## config.mk

```make
export PLATFORM = sky130hd
export DESIGN_NAME = delay_monitor
export DESIGN_NICKNAME = d
export VERILOG_FILES = /design/src/rtl/delay_monitor.sv
export SDC_FILE = /design/constraint.sdc
export NUM_CORES = 1
export LEC_CHECK = 0
export CAP_MARGIN = 20
export CORE_MARGIN = 5
export CORE_UTILIZATION = 28
export DETAILED_ROUTE_END_ITERATION = 6
export PLACE_DENSITY_LB_ADDON = 0.08
export RECOVER_POWER = 100
export SLEW_MARGIN = 0
export SYNTH_ARGS = -nofsm -noshare
export SYNTH_HDL_FRONTEND = slang
export SYNTH_SLANG_ARGS = --single-unit
```

## constraint.sdc

```tcl
create_clock -name clk -period 5.5 [get_ports clk]
set_input_delay 1.1 -clock clk [delete_from_list [all_inputs] [get_ports clk]]
set_output_delay 1.1 -clock clk [all_outputs]
set_load 0.02 [all_outputs]
```

## src/rtl/delay_monitor.sv

```systemverilog
// Interval checker for the periodic sig tick: acquires, locks after LOCK_CNT good intervals, flags early/late pulses.
// Optional DELAY_MON_STICKY_ERR_EN: err latches on the first fault until rst.
module delay_monitor #(
    parameter int PERIOD   = 22501,
    parameter int TOL      = 0,
    parameter int LOCK_CNT = 2,
    parameter int CBITS    = 15
) (
    input  logic clk,
    input  logic rst,
    input  logic sig,
    output logic lock,
    output logic err,
    output logic early,
    output logic late,
    output logic flg
);
    typedef enum logic [1:0] {ACQ, VERIFY, TRACK, FAULT} state_t;

    localparam int GBITS = $clog2(LOCK_CNT + 1);
    localparam logic [CBITS:0]   WIN_LO  = (CBITS+1)'(PERIOD - TOL);
    localparam logic [CBITS:0]   WIN_HI  = (CBITS+1)'(PERIOD + TOL);
    localparam logic [CBITS:0]   ONE_W   = (CBITS+1)'(1);
    localparam logic [CBITS-1:0] LAST    = CBITS'(PERIOD + TOL - 1);
    localparam logic [CBITS-1:0] CMAX    = '1;
    localparam logic [CBITS-1:0] ONE_C   = CBITS'(1);
    localparam logic [GBITS-1:0] LOCK_M1 = GBITS'(LOCK_CNT - 1);
    localparam logic [GBITS-1:0] ONE_G   = GBITS'(1);

    state_t           state;
    logic [CBITS-1:0] cnt;
    logic [GBITS-1:0] good;
    logic [CBITS:0]   ival;
    logic             in_win;
    logic             late_cond;

    // Extra MSB keeps cnt+1 from wrapping when cnt is saturated.
    assign ival      = {1'b0, cnt} + ONE_W;
    assign in_win    = (ival >= WIN_LO) && (ival <= WIN_HI);
    assign late_cond = !sig && (cnt == LAST);
    assign flg       = (state != ACQ) && in_win;

    always_ff @(posedge clk or posedge rst) begin
        if (rst) begin
            state <= ACQ;
            cnt   <= '0;
            good  <= '0;
            lock  <= 1'b0;
            err   <= 1'b0;
            early <= 1'b0;
            late  <= 1'b0;
        end else begin
            early <= 1'b0;
            late  <= 1'b0;
`ifndef DELAY_MON_STICKY_ERR_EN
            err   <= 1'b0;
`endif
            if (sig)
                cnt <= '0;
            else if (cnt != CMAX)
                cnt <= cnt + ONE_C;

            case (state)
                ACQ: begin
                    if (sig) begin
                        state <= VERIFY;
                        good  <= '0;
                    end
                end
                VERIFY: begin
                    if (sig && in_win) begin
                        if (good == LOCK_M1) begin
                            state <= TRACK;
                            lock  <= 1'b1;
                            good  <= '0;
                        end else begin
                            good <= good + ONE_G;
                        end
                    end else if (sig || late_cond) begin
                        good <= '0;
                    end
                end
                TRACK: begin
                    // A pulse on the last legal slot is in-window, so early and late are exclusive.
                    if (sig && (ival < WIN_LO)) begin
                        state <= FAULT;
                        lock  <= 1'b0;
                        early <= 1'b1;
                        err   <= 1'b1;
                    end else if (late_cond) begin
                        state <= FAULT;
                        lock  <= 1'b0;
                        late  <= 1'b1;
                        err   <= 1'b1;
                    end
                end
                FAULT: begin
                    if (sig) begin
                        state <= VERIFY;
                        good  <= '0;
                    end
                end
                default: state <= ACQ;
            endcase
        end
    end
endmodule

```

Yosys cells after proc, flatten, opt, wreduce, memory -nomap -nowiden
Cells that the tools add are included.
{"block": "totals", "register_bits": 23, "input_bits": 3, "wordCells": 65}
{"block": "op_classes", "n_eq_ne": 11, "n_addsub": 3, "magnitude_cmp": 3, "reduce_logical": 16, "mux": 25}
{"cell": "two-way mux 15 bit", "count": 2}
{"cell": "two-way mux 2 bit", "count": 9}
{"cell": "adder 15 x 1 -> 16 bit, second input constant", "count": 1}
{"cell": "greater-or-equal comparator 16 x 15 -> 1 bit, second input constant", "count": 1}
{"cell": "<= comparator 16 x 15 -> 1 bit, second input constant", "count": 1}
{"cell": "less-than comparator 16 x 15 -> 1 bit, second input constant", "count": 1}
{"cell": "adder 15 x 1 -> 15 bit, second input constant", "count": 1}
{"cell": "== test 15 bit, second input constant", "count": 1}
{"cell": "inequality test 15 bit, second input constant", "count": 1}
{"cell": "two-way mux 1 bit", "count": 11}
{"cell": "AND reduction 4 bit", "count": 2}
{"cell": "nonzero test 2 bit", "count": 4}
{"cell": "inequality test 3 bit, second input constant", "count": 2}
{"cell": "case mux 2 bit (3 select lines)", "count": 1}
{"cell": "logical AND 1 bit", "count": 5}
{"cell": "== test 2 x 1 -> 1 bit, second input constant", "count": 2}
{"cell": "== test 2 bit, second input constant", "count": 2}
{"cell": "inequality test 2 bit, second input constant", "count": 2}
{"cell": "case mux 2 bit (2 select lines)", "count": 1}
{"cell": "AND reduction 3 bit", "count": 1}
{"cell": "adder 2 x 1 -> 2 bit, second input constant", "count": 1}
{"cell": "logical NOT 2 bit", "count": 1}
{"cell": "inequality test 2 x 1 -> 1 bit, second input constant", "count": 1}
{"cell": "case mux 1 bit (2 select lines)", "count": 1}
{"cell": "other kinds (3)", "count": 3}

Logic depth before layout (Yosys ltp)
{"block": "depth", "ltp_word": 6, "ltp_mapped": 9, "depth_no_buf": 8}

Worst setup path before layout
Ideal clock, no wire load.
{"block": "synth_path", "kind": "register to output", "from": "register cnt[0]", "to": "output port flg", "arrival_time_ns": 1.860, "stages_incl_launch_ff": 7, "setup_slack_ns": 2.540, "n_path_buf": 1, "path_cell_list": "dfrtp_1 -> ha_1 -> buf_4 -> nand3_1 -> a32o_1 -> nand4bb_1 -> nor3b_1"}
{"block": "synth_between", "elab_chain_len": 4, "elab_cells_between_ends": 5}
{"item": "start: declaration", "line": "31", "rtl": "logic [CBITS-1:0] cnt;"}
{"item": "start signal: assignment", "line": "61", "rtl": "cnt <= cnt + ONE_C;"}
{"item": "adder 15 x 1 -> 16 bit (*)", "line": "38", "rtl": "assign ival = {1'b0, cnt} + ONE_W;"}
{"item": "greater-or-equal comparator 16 x 15 -> 1 bit or <= comparator 16 x 15 -> 1 bit (tied branches)", "line": "39", "rtl": "assign in_win = (ival >= WIN_LO) && (ival <= WIN_HI);"}
{"item": "logical AND 1 bit (*)", "line": "39"}
{"item": "logical AND 1 bit (*)", "line": "41", "rtl": "assign flg = (state != ACQ) && in_win;"}
{"item": "end: declaration", "line": "16", "rtl": "output logic flg"}
Mark *: on every way between the ends. The rest lies on a longest branch, timed or not.

Final worst setup path
Ends and elaborated chain as after synthesis.

==> impl_metrics.csv <==
group,metric,value,unit
outcome,status,"finished, final reports clean",
routing,drt-wirelength-per-cell,14.1,um
timing,tns,0,ps
timing,max-slew-margin-rel,40.8,%
grt,grt_remaining_overflow,0,
timing,period_share,69.8,%
synth,synth_area_per_cell,8.91,sq um
routing,num_vias,1210,
power,power,0.372,mW
cells_and_area,fillers,577,
power,power.switching,0.111,mW
clock_tree,cts_buffer_depth,2,
worst_setup_path,timing.setup.critical_path_class,"reg2out",
job,maxCapViolations,0,
power,p_int,0.261,mW
timing,clock_skew,4.87,ps
routing,dr.pass1.iters,4,
grt,grt_usage,10.4,%
synth,seq_area_frac_synth,38.7,%
synth,synth_edf_count,0,
die,die-area,0.00687,sq mm
routing,routed_via_density,5.08,
cells_and_area,drive_gt1_share,7.14,%
routing,drc,0,
synth,yosys.area.top_type_share,38.7,%
timing,period_minus_slack,3840,ps
cells_and_area,synthToLayoutAreaGrowth,9.34,%
timing,slew_viol_final,0,
die,ioPinCount,8,
clock_tree,post_cts_buffers,0,
placement,io_buffers,7,
cells_and_area,diodes,0,
grt,antenna_found_initial,0,
timing,worst_pin_slew,886,ps
routing,ant_nets,0,
power,switching_share,29.8,%
timing,setup_viol,0,
worst_setup_path,crit_family,"simple AND/OR/NAND/NOR gates",
grt,grt_max_degree,24,
die,die_h,82.9,um
clock_tree,htreeDepth,1,
worst_setup_path,cp.required,4400,ps
worst_setup_path,critPathMaxFanout,8,
die,fp.dieW,82.9,um
die,core-area,0.00514,sq mm
placement,place.gp.congestion,0.840,
synth,synthesis.nets,175,
synth,yosys_most_used_dff,"dfrtp_1",
clock_tree,hold_buffers,0,
power,power.share.clock,29.3,%
clock_tree,cts_resized,0,
clock_tree,cts-root-buf,"clkbuf_8",
worst_setup_path,critical_path_buf_inv_count,1,
timing,fmax,261,MHz
clock_tree,cts_made_buffers,3,
grt,grt_pass1_vias,1174,
routing,drt_iter0_drc,113,
worst_setup_path,rrSetupSlack,2750,ps
cells_and_area,layout_common_cells,"dfrtp_1, nor2_1, a21oi_1",
power,ir_worst_vdd,0.0875,mV
clock_tree,clock_latency,270,ps
worst_setup_path,slowest_delay,700,ps
synth,yosysTopAreaCell,"dfrtp_1",
cells_and_area,layout_commonest_cell,"dfrtp_1",
worst_setup_path,start_kind,"flop",
cells_and_area,fin_util,31.6,%
synth,synthArstFlopShare,100,%
power,p_comb_share,20.6,%
die,rows,26,
worst_setup_path,cp-end-kind,"output pin",
worst_setup_path,worst_path_max_delay_cell,"dlygate4sd3_1",
timing,rsz0062_at_grt,"false",
clock_tree,clock-sinks,23,
clock_tree,clkSlewWorstSetupHoldPaths,90,ps
timing,finalHoldViolCount,0,
clock_tree,tritoncts,"done",
synth,yosysWarnings,0,
grt,grt_pass1_wl,5930,um
synth,synth_cell_type_count,46,
synth,synth_seq_cells,23,
placement,hpwl,2480,um
synth,syn_inst,167,
hold_path,hold_path.class,"reg2reg",
cells_and_area,fin_nets,177,
die,initial_utilization,28.9,%
routing,wirelength,3360,um
power,p_leak,0.663,nW
synth,synth_area,0.00149,sq mm
power,power.density,229,mW/mm^2
synth,synth_area_leaders,"dfrtp_1, a21oi_1, nor2_1",
power,seqPwrFrac,50.2,%
worst_setup_path,critPathArrivalTime,2740,ps
worst_setup_path,cp_cell_sequence,"ha_1, nand3_1, nor2_1, a32o_1, nand4bb_1, nor3b_1, dlygate4sd3_1",
==> area by class of cell <==
type	instances	area, sq um	area share (%)
multi-input combinational	121	798	49.1
clock buffer	3	41.3	2.54
timing repair buffer	7	70.1	4.31
clock inverter	1	5.00	0.308
inverter	13	48.8	3.00
tap	70	87.6	5.38
sequential	23	576	35.4
==> Yosys cell counts (2+ instances only) <==
cell type,count
nand4_1,4
xor2_1,7
o22ai_1,2
buf_2,3
and4_1,4
buf_6,2
ha_1,5
clkbuf_1,2
or4_2,2
a21oi_1,16
nand3_1,6
a31o_2,2
nor2_1,17
and2_1,2
dfrtp_1,23
xnor2_1,7
a31oi_1,5
a21boi_0,2
nand2_1,12
nor3_1,3
a211oi_1,2
inv_1,13
a211o_1,3
==> metal layers <==
metal	global-route usage (%)	wire [um]	vias to the layer above
li1	-	-	593
met1	14.1	1640	592
met2	16.7	1600	23
met3	1.58	103	2
met4	3.86	24	0
met5	0	0	-
==> power by group through the flow <==
stage                     clock network, mW  logic, mW  registers, mW
after global routing                  0.120     0.0851          0.188
final                                 0.109     0.0765          0.187
after CTS                             0.113     0.0783          0.187
after global placement                    0     0.0786          0.190
after floorplan                           0     0.0558          0.192
after detailed placement                  0     0.0783          0.190
==> kinds of logic (layout without fill, tap and decap cells) <==
group / count (synthesis) / in the layout / synth area share (%)
adder cells (fa/ha/maj): 5 / 5 / 4.21
AO/OA/AOI/OAI: 42 / 42 / 19.0
multiplexers: 2 / 2 / 1.43
flip-flops: 23 / 23 / 38.7
XOR/XNOR: 14 / 14 / 8.24
buffers and inverters: 23 / 24 / 7.65
AND/OR/NAND/NOR: 58 / 58 / 20.8
==> worst paths after layout <==
| kind | from | to | cells after the start |
|---|---|---|---|
| max | cnt[0] | flg | 7 |
| min | state[1] | state[1] | 1 |
| max reg2reg | cnt[0] | cnt[0] | 6 |
| min reg2reg | state[1] | state[1] | 1 |
| max in group asynchronous | rst | err | 2 |
| min in group asynchronous | rst | cnt[12] | 2 |
==> per-stage QoR <==
step	instances	cell area (sq um)	worst slack, ps	hold WS (ps)
2_1_floorplan	167	1490	2540	486
3_3_place_gp	234	1580	2030	522
3_5_place_dp	234	1580	2000	534
4_1_cts	238	1630	1680	553
5_1_grt	238	1630	1310	574
6_report	238	1630	1660	550
==> sequential cells by signal, indices dropped and copies added (netlist names) <==
name / flops
err: 1
good: 2
state: 2
early: 1
lock: 1
late: 1
cnt: 15
No activity file was read; power rests on OpenSTA's default activity.
